===== src/rtl/cmn_alloc_pkg.sv =====
// rtl/cmn_alloc_pkg.sv - shared constants and op encoding for slot allocators
package cmn_alloc_pkg;

    localparam int CMN_ALLOC_MIN_ENTRY = 2;

    typedef enum logic [1:0] {
        OP_IDLE  = 2'b00,
        OP_REL   = 2'b01,
        OP_ALLOC = 2'b10,
        OP_BOTH  = 2'b11
    } alloc_op_e;

endpackage


===== src/rtl/cmn_lead_one_rev.sv =====
// rtl/cmn_lead_one_rev.sv - highest-index set-bit picker (one-hot, binary, any)
module cmn_lead_one_rev #(
    parameter  int N  = 16,
    localparam int AW = $clog2(N)
) (
    input  logic [N-1:0]  vec,
    output logic [N-1:0]  oh,
    output logic [AW-1:0] bin,
    output logic          any
);

    // Ascending scan: the last hit is the highest set bit.
    always_comb begin
        oh  = '0;
        bin = '0;
        any = 1'b0;
        for (int i = 0; i < N; i++) begin
            if (vec[i]) begin
                oh    = '0;
                oh[i] = 1'b1;
                bin   = AW'(i);
                any   = 1'b1;
            end
        end
    end

endmodule


===== src/rtl/cmn_entry_alloc.sv =====
// rtl/cmn_entry_alloc.sv - free-bitmap slot allocator; CMN_ENTRY_ALLOC_CHK_EN enables release checking
module cmn_entry_alloc
    import cmn_alloc_pkg::*;
#(
    parameter  int ENTRY_NUM = 16,
    localparam int AWIDTH    = $clog2(ENTRY_NUM),
    localparam int CWIDTH    = $clog2(ENTRY_NUM + 1)
) (
    input  logic                 clk,
    input  logic                 rst_n,
    input  logic                 alloc_req,
    output logic                 alloc_gnt,
    output logic [ENTRY_NUM-1:0] alloc_idx_oh,
    output logic [AWIDTH-1:0]    alloc_idx_bin,
    input  logic                 rel_vld,
    input  logic [AWIDTH-1:0]    rel_idx_bin,
    input  logic                 flush,
    output logic [CWIDTH-1:0]    free_cnt,
    output logic                 all_free,
    output logic                 none_free,
    output logic                 err_dbl_rel
);

    logic [ENTRY_NUM-1:0] free_vec_q, free_vec_d;
    logic [CWIDTH-1:0]    free_cnt_q, free_cnt_d;
    logic                 all_free_q, all_free_d;
    logic                 none_free_q, none_free_d;
    logic                 err_q, err_d;
    logic                 any_free;
    logic [ENTRY_NUM-1:0] rel_oh;
    logic                 legal_rel;
    alloc_op_e            op;

    cmn_lead_one_rev #(.N(ENTRY_NUM)) u_pick (
        .vec (free_vec_q),
        .oh  (alloc_idx_oh),
        .bin (alloc_idx_bin),
        .any (any_free)
    );

    // rst_n gates the grant so an async reset drops it without waiting for an edge.
    assign alloc_gnt = alloc_req & any_free & ~flush & rst_n;

    // Out-of-range indices decode to zero, which makes them no-ops naturally.
    always_comb begin
        rel_oh = '0;
        for (int i = 0; i < ENTRY_NUM; i++) begin
            if (rel_idx_bin == AWIDTH'(i)) rel_oh[i] = 1'b1;
        end
    end

    assign legal_rel = rel_vld & ~flush & (|(rel_oh & ~free_vec_q));
    assign op        = alloc_op_e'({alloc_gnt, legal_rel});

    always_comb begin
        free_vec_d = free_vec_q;
        free_cnt_d = free_cnt_q;
        if (flush) begin
            free_vec_d = '1;
            free_cnt_d = CWIDTH'(ENTRY_NUM);
        end else begin
            if (alloc_gnt) free_vec_d = free_vec_d & ~alloc_idx_oh;
            if (legal_rel) free_vec_d = free_vec_d | rel_oh;
            case (op)
                OP_ALLOC: free_cnt_d = free_cnt_q - CWIDTH'(1);
                OP_REL:   free_cnt_d = free_cnt_q + CWIDTH'(1);
                default:  free_cnt_d = free_cnt_q;
            endcase
        end
        all_free_d  = (free_cnt_d == CWIDTH'(ENTRY_NUM));
        none_free_d = (free_cnt_d == '0);
    end

`ifdef CMN_ENTRY_ALLOC_CHK_EN
    logic rel_in_range;
    logic bad_rel;

    assign rel_in_range = |rel_oh;
    assign bad_rel      = rel_vld & ~flush & (~rel_in_range | (|(rel_oh & free_vec_q)));
    assign err_d        = err_q | bad_rel;

    chk_bad_rel: assert property (@(posedge clk) disable iff (!rst_n) !bad_rel)
        else $error("cmn_entry_alloc: release of free or out-of-range slot %0d", rel_idx_bin);
`else
    assign err_d = 1'b0;
`endif

    always_ff @(posedge clk or negedge rst_n) begin
        if (!rst_n) begin
            free_vec_q  <= '1;
            free_cnt_q  <= CWIDTH'(ENTRY_NUM);
            all_free_q  <= 1'b1;
            none_free_q <= 1'b0;
            err_q       <= 1'b0;
        end else begin
            free_vec_q  <= free_vec_d;
            free_cnt_q  <= free_cnt_d;
            all_free_q  <= all_free_d;
            none_free_q <= none_free_d;
            err_q       <= err_d;
        end
    end

    assign free_cnt    = free_cnt_q;
    assign all_free    = all_free_q;
    assign none_free   = none_free_q;
    assign err_dbl_rel = err_q;

endmodule


===== config.mk =====
export PLATFORM = sky130hd
export DESIGN_NAME = cmn_entry_alloc
export DESIGN_NICKNAME = d
export VERILOG_FILES = /design/src/rtl/cmn_alloc_pkg.sv /design/src/rtl/cmn_lead_one_rev.sv /design/src/rtl/cmn_entry_alloc.sv
export SDC_FILE = /design/constraint.sdc
export NUM_CORES = 1
export LEC_CHECK = 0
export ABC_CLOCK_PERIOD_IN_PS = 8800
export BUFFER_PORTS_ARGS = -buffer_cell sky130_fd_sc_hd__buf_2
export CAP_MARGIN = 30
export CORE_ASPECT_RATIO = 1.25
export CORE_MARGIN = 5
export CORE_UTILIZATION = 52
export DETAILED_ROUTE_END_ITERATION = 8
export GPL_TIMING_DRIVEN = 0
export PLACE_DENSITY = 0.77
export SYNTH_ARGS = -nofsm -noshare
export SYNTH_HDL_FRONTEND = slang
export SYNTH_SLANG_ARGS = --single-unit

===== constraint.sdc =====
create_clock -name clk -period 8.8 [get_ports clk]
set_input_delay 0.44 -clock clk [delete_from_list [all_inputs] [get_ports clk]]
set_output_delay 0.44 -clock clk [all_outputs]
set_load 0.05 [all_outputs]

==> PnR_summary.wiki <==
{| class="wikitable"
! Metric !! Value
|-
| Overall die height || between 70 and 80 um
|-
| Site Rows || 24
|-
| Clock Skews || a little under 0.003 ns
|-
| TritonCTS clock tree || built
|-
| Max Buffers Root-to-Sink || 2
|-
| Clock slew at reported path FFs || 0.08 ns
|-
| Global placer's final weighted congestion || approximately 0.93
|-
| CTS-repair resized insts || 0
|-
| Power per cell area || 116 mW/mm2
|-
| Overflow after GRT || 0
|-
| Worst path max stage delay || between 0.5 and 0.6 ns
|-
| Number of cells produced by synthesis || 221
|-
| CP Cell Sequence || buf_2, clkbuf_1, nor2_1, o21ai_0, nand4_1, nor2_1, a21oi_1, ha_1, inv_1, ha_1, and3_1, nor3_1, o41ai_1, or4_1, nor2b_1
|-
| Period utilisation layout || approximately 43%
|-
| Syn nets || ~240
|-
| Number of warnings issued by yosys || 0
|-
| Horiz. Die Dim || between 60 and 70 um
|-
| Share of the yosys chip area belonging to registers || 33.2%
|-
| Internal reg-to-reg setup slack || 5.00 ns
|-
| CTS buffer count || 3
|-
| Critical Setup Path Class || in2reg
|-
| Starting DRC count in detailed routing || approximately 150
|-
| Kind of end point of the critical path || flop
|-
| Number of levels the H-tree was split into || 1
|-
| Die Footprint || ~0.0048 mm2
|-
| Clk sinks || 23
|-
| Number of nets in the finished design || 277
|-
| First-pass GRT wire length || 8.09 mm
|-
| R2r startpoint || free_vec_q[14]
|-
| Initial antenna violation count || 0
|-
| Final hold viol count || 0
|-
| Async S/R FF share, synth || 100%
|-
| Detailed-route DRC error count || 0
|-
| Number of filler instances in the final layout || ~340
|-
| Largest fanout on the critical path || 10
|-
| Setup-failing EPs final || 0
|-
| Diode insertion count for antenna repair || 0
|-
| Total negative slack for setup checks || 0 ns
|-
| Post-CTS Setup Bufs || 0
|-
| Setup repair after global routing missed its margin || false
|-
| Period minus WS final || approximately 3.8 ns
|-
| Post-synthesis sequential element count || 23
|-
| Slowest stage cell on the critical path || sky130_fd_sc_hd__or4_1
|-
| Inst Count DP || 296
|-
| Clock latency at the later pin of the worst-skew pair || between 0.2 and 0.3 ns
|-
| Setup slack of the critical path after layout || 5.00 ns
|-
| Vias || approximately 1,900
|-
| Placed wire-length estimate after detailed placement || between 3 and 4 mm
|-
| Static Leakage || 0.895 nW
|-
| Hold-fix buffers at CTS || 0
|-
| Pin count of the biggest net entering global routing || 26
|-
| Post-placement setup slack || 4.81 ns
|-
| Register area || around 600 um2
|-
| Post-synth EDFFs || 0
|-
| R2r endpoint || all_free
|-
| Share of final-layout standard cells stronger than drive strength 1 || between 20% and 30%
|-
| Total wirelength of the detailed-routed design || 5.09 mm
|-
| Vias in the first global route || approximately 1,800
|-
| Number of max-slew violations in the final report || 0
|-
| Core region area || roughly 0.0034 mm2
|-
| Startpoint Class || input pin
|-
| Count of buffers inserted at the top-level ports || 36
|-
| Summed instance area of the synthesized netlist || about 0.0018 mm2
|-
| Post-synthesis average cell area || between 8 and 9 um2
|-
| Worst Reg2Reg Path Length in Cells || 14
|-
| Synth unique cells || 49
|-
| Drt pass-1 iters || 4
|-
| Area grow syn2layout || 15.3%
|-
| Area of the multi-input gates || ~0.0011 mm2
|-
| Top-level port count || 38
|-
| Total power consumption of the routed design || 0.000240 W
|-
| Worst endpoint data arrival time || 4.01 ns
|-
| Overall fraction of global-route tracks in use || a little over a fifth
|-
| Initial core utilization || between 50% and 60%
|-
| Timing startpoint of the critical path || rel_idx_bin[1]
|-
| Number of nets still failing antenna checks after routing || 0
|-
| Worst rel slew slack || ~52%
|-
| Synth Flop Type || sky130_fd_sc_hd__dfstp_2
|-
| Transition time at the pin with the least slew margin || slightly above 0.7 ns
|-
| Worst path required time || between 9 and 10 ns
|-
| Kind of path behind the tightest hold check || in2async
|-
| Non-filler instance count after layout || 300
|-
| Result of the run || finished, final reports clean
|-
| Maximum clock rate || 263 MHz
|-
| Ratio of routed vias to standard cells || ~6
|-
| Maximum vdd drop || 90.2 uV
|-
| Max-capacitance violation count || 0
|-
| Root buffer selected by CTS || sky130_fd_sc_hd__clkbuf_8
|-
| Wirelength per Cell || 17.0 um
|}
-- cells by family after synthesis --
group	count (synthesis)	share of synthesized area, %
AOI/OAI and AO/OA	56	20.8
xor gates and xnor gates	2	0.972
adders and majority gates	6	4.58
buffers and inverters	27	6.59
DFF	23	33.2
muxes	5	2.78
other	1	0.208
and+or+nand+nor	101	30.9
-- per-layer routing --
metal  wire length (um)  GRT usage, %
met1               1990          23.4
met2               2660          40.1
met3                357          4.28
met4                 86          9.91
met5                  0             0
-- cell usage in the layout (no fill, tap or decap), types with 3 or more instances in the layout --
cell                       instances
sky130_fd_sc_hd__buf_2            38
sky130_fd_sc_hd__dfrtp_1           5
sky130_fd_sc_hd__nor2_1           19
sky130_fd_sc_hd__clkbuf_1         10
sky130_fd_sc_hd__nor2b_1           8
sky130_fd_sc_hd__nor3_1           11
sky130_fd_sc_hd__nand2_1          10
sky130_fd_sc_hd__inv_1            10
sky130_fd_sc_hd__o21ai_0          22
sky130_fd_sc_hd__a21oi_1          10
sky130_fd_sc_hd__nand3_1          15
sky130_fd_sc_hd__nand4_1           4
sky130_fd_sc_hd__and2_1            3
sky130_fd_sc_hd__ha_1              5
sky130_fd_sc_hd__mux2i_1           5
sky130_fd_sc_hd__o22ai_1           4
sky130_fd_sc_hd__clkbuf_8          3
sky130_fd_sc_hd__and3_1           10
sky130_fd_sc_hd__nor3b_1           6
sky130_fd_sc_hd__dfstp_2          18
sky130_fd_sc_hd__nor4_1            4
-- stage by stage --
step	hold WS, ns	utilization [%]	cell area, um2
2_1_floorplan	0.144	-	1800
3_3_place_gp	0.448	59.4	2030
3_5_place_dp	0.453	59.4	2030
4_1_cts	0.159	60.7	2080
5_1_grt	0.177	60.7	2080
6_report	0.151	60.7	2080
-- cell type report --
| type | instances | share of cell area (%) |
|---|---|---|
| clock buffers | 3 | 1.99 |
| inverters | 11 | 1.99 |
| repair buffers | 36 | 8.67 |
| plain buffers | 16 | 3.73 |
| flip-flops and latches | 23 | 28.8 |
| well taps | 39 | 2.35 |
| multi-input cells | 171 | 52.3 |
| clock inverters | 1 | 0.241 |
-- flip-flops by register name (all words and copies together), names as in the netlist --
signal / cells
none_free: 1
all_free: 1
free_vec_q: 16
free_cnt: 5
-- power by group --
| part | internal (W) | total, W | switching (W) |
|---|---|---|---|
| logic | 0.0000171 | 0.0000602 | 0.0000431 |
| registers | 0.000111 | 0.000114 | 0.00000249 |
| clock network | 0.0000316 | 0.0000665 | 0.0000349 |
| total | 0.000160 | 0.000240 | 0.0000805 |
-- synthesized netlist by cell type, types with 2 or more instances --
cell type	number	area share, %
sky130_fd_sc_hd__ha_1	5	3.5
sky130_fd_sc_hd__inv_1	10	2.1
sky130_fd_sc_hd__a21oi_1	10	2.8
sky130_fd_sc_hd__o32ai_1	2	0.97
sky130_fd_sc_hd__and3_1	10	3.5
sky130_fd_sc_hd__o22ai_1	4	1.4
sky130_fd_sc_hd__nor3_1	11	3.1
sky130_fd_sc_hd__a21o_1	2	0.83
sky130_fd_sc_hd__mux2i_1	5	2.8
sky130_fd_sc_hd__clkbuf_1	10	2.1
sky130_fd_sc_hd__nor2b_1	8	2.8
sky130_fd_sc_hd__dfrtp_1	5	6.9
sky130_fd_sc_hd__buf_4	2	0.83
sky130_fd_sc_hd__nor4_1	4	1.4
sky130_fd_sc_hd__nand4_1	4	1.4
sky130_fd_sc_hd__or3_1	2	0.69
sky130_fd_sc_hd__dfstp_2	18	26
sky130_fd_sc_hd__nand2b_1	2	0.69
sky130_fd_sc_hd__and2_1	3	1.0
sky130_fd_sc_hd__o211ai_1	2	0.83
sky130_fd_sc_hd__xor2_1	2	0.97
sky130_fd_sc_hd__nor2_1	19	4.0
sky130_fd_sc_hd__or4_1	2	0.83
sky130_fd_sc_hd__nor3b_1	6	2.5
sky130_fd_sc_hd__nand3_1	15	4.2
sky130_fd_sc_hd__o21ai_0	22	6.1
sky130_fd_sc_hd__o31ai_1	2	0.83
sky130_fd_sc_hd__buf_2	2	0.56
sky130_fd_sc_hd__o41ai_1	2	0.97
sky130_fd_sc_hd__nand2_1	10	2.1
sky130_fd_sc_hd__o21a_1	2	0.83
-- worst max-delay path by stage --
stage                      to  slack [ns]  cells after the start
finish               all_free        5.00                     15
global route        none_free        4.76                     14
CTS                  all_free        5.04                     14
detailed placement   all_free        4.81                     15
global placement     all_free        4.87                     15
floorplan            all_free        5.44                     13
-- critical path, delay by kind of cell --
family / cells / cell delay [ns]
and+or+nand+nor: 7 / 2.00
buffers and inverters: 3 / 0.68
adders and majority gates: 2 / 0.50
AOI/OAI and AO/OA: 3 / 0.39
Power figures use the tool's default switching activity.
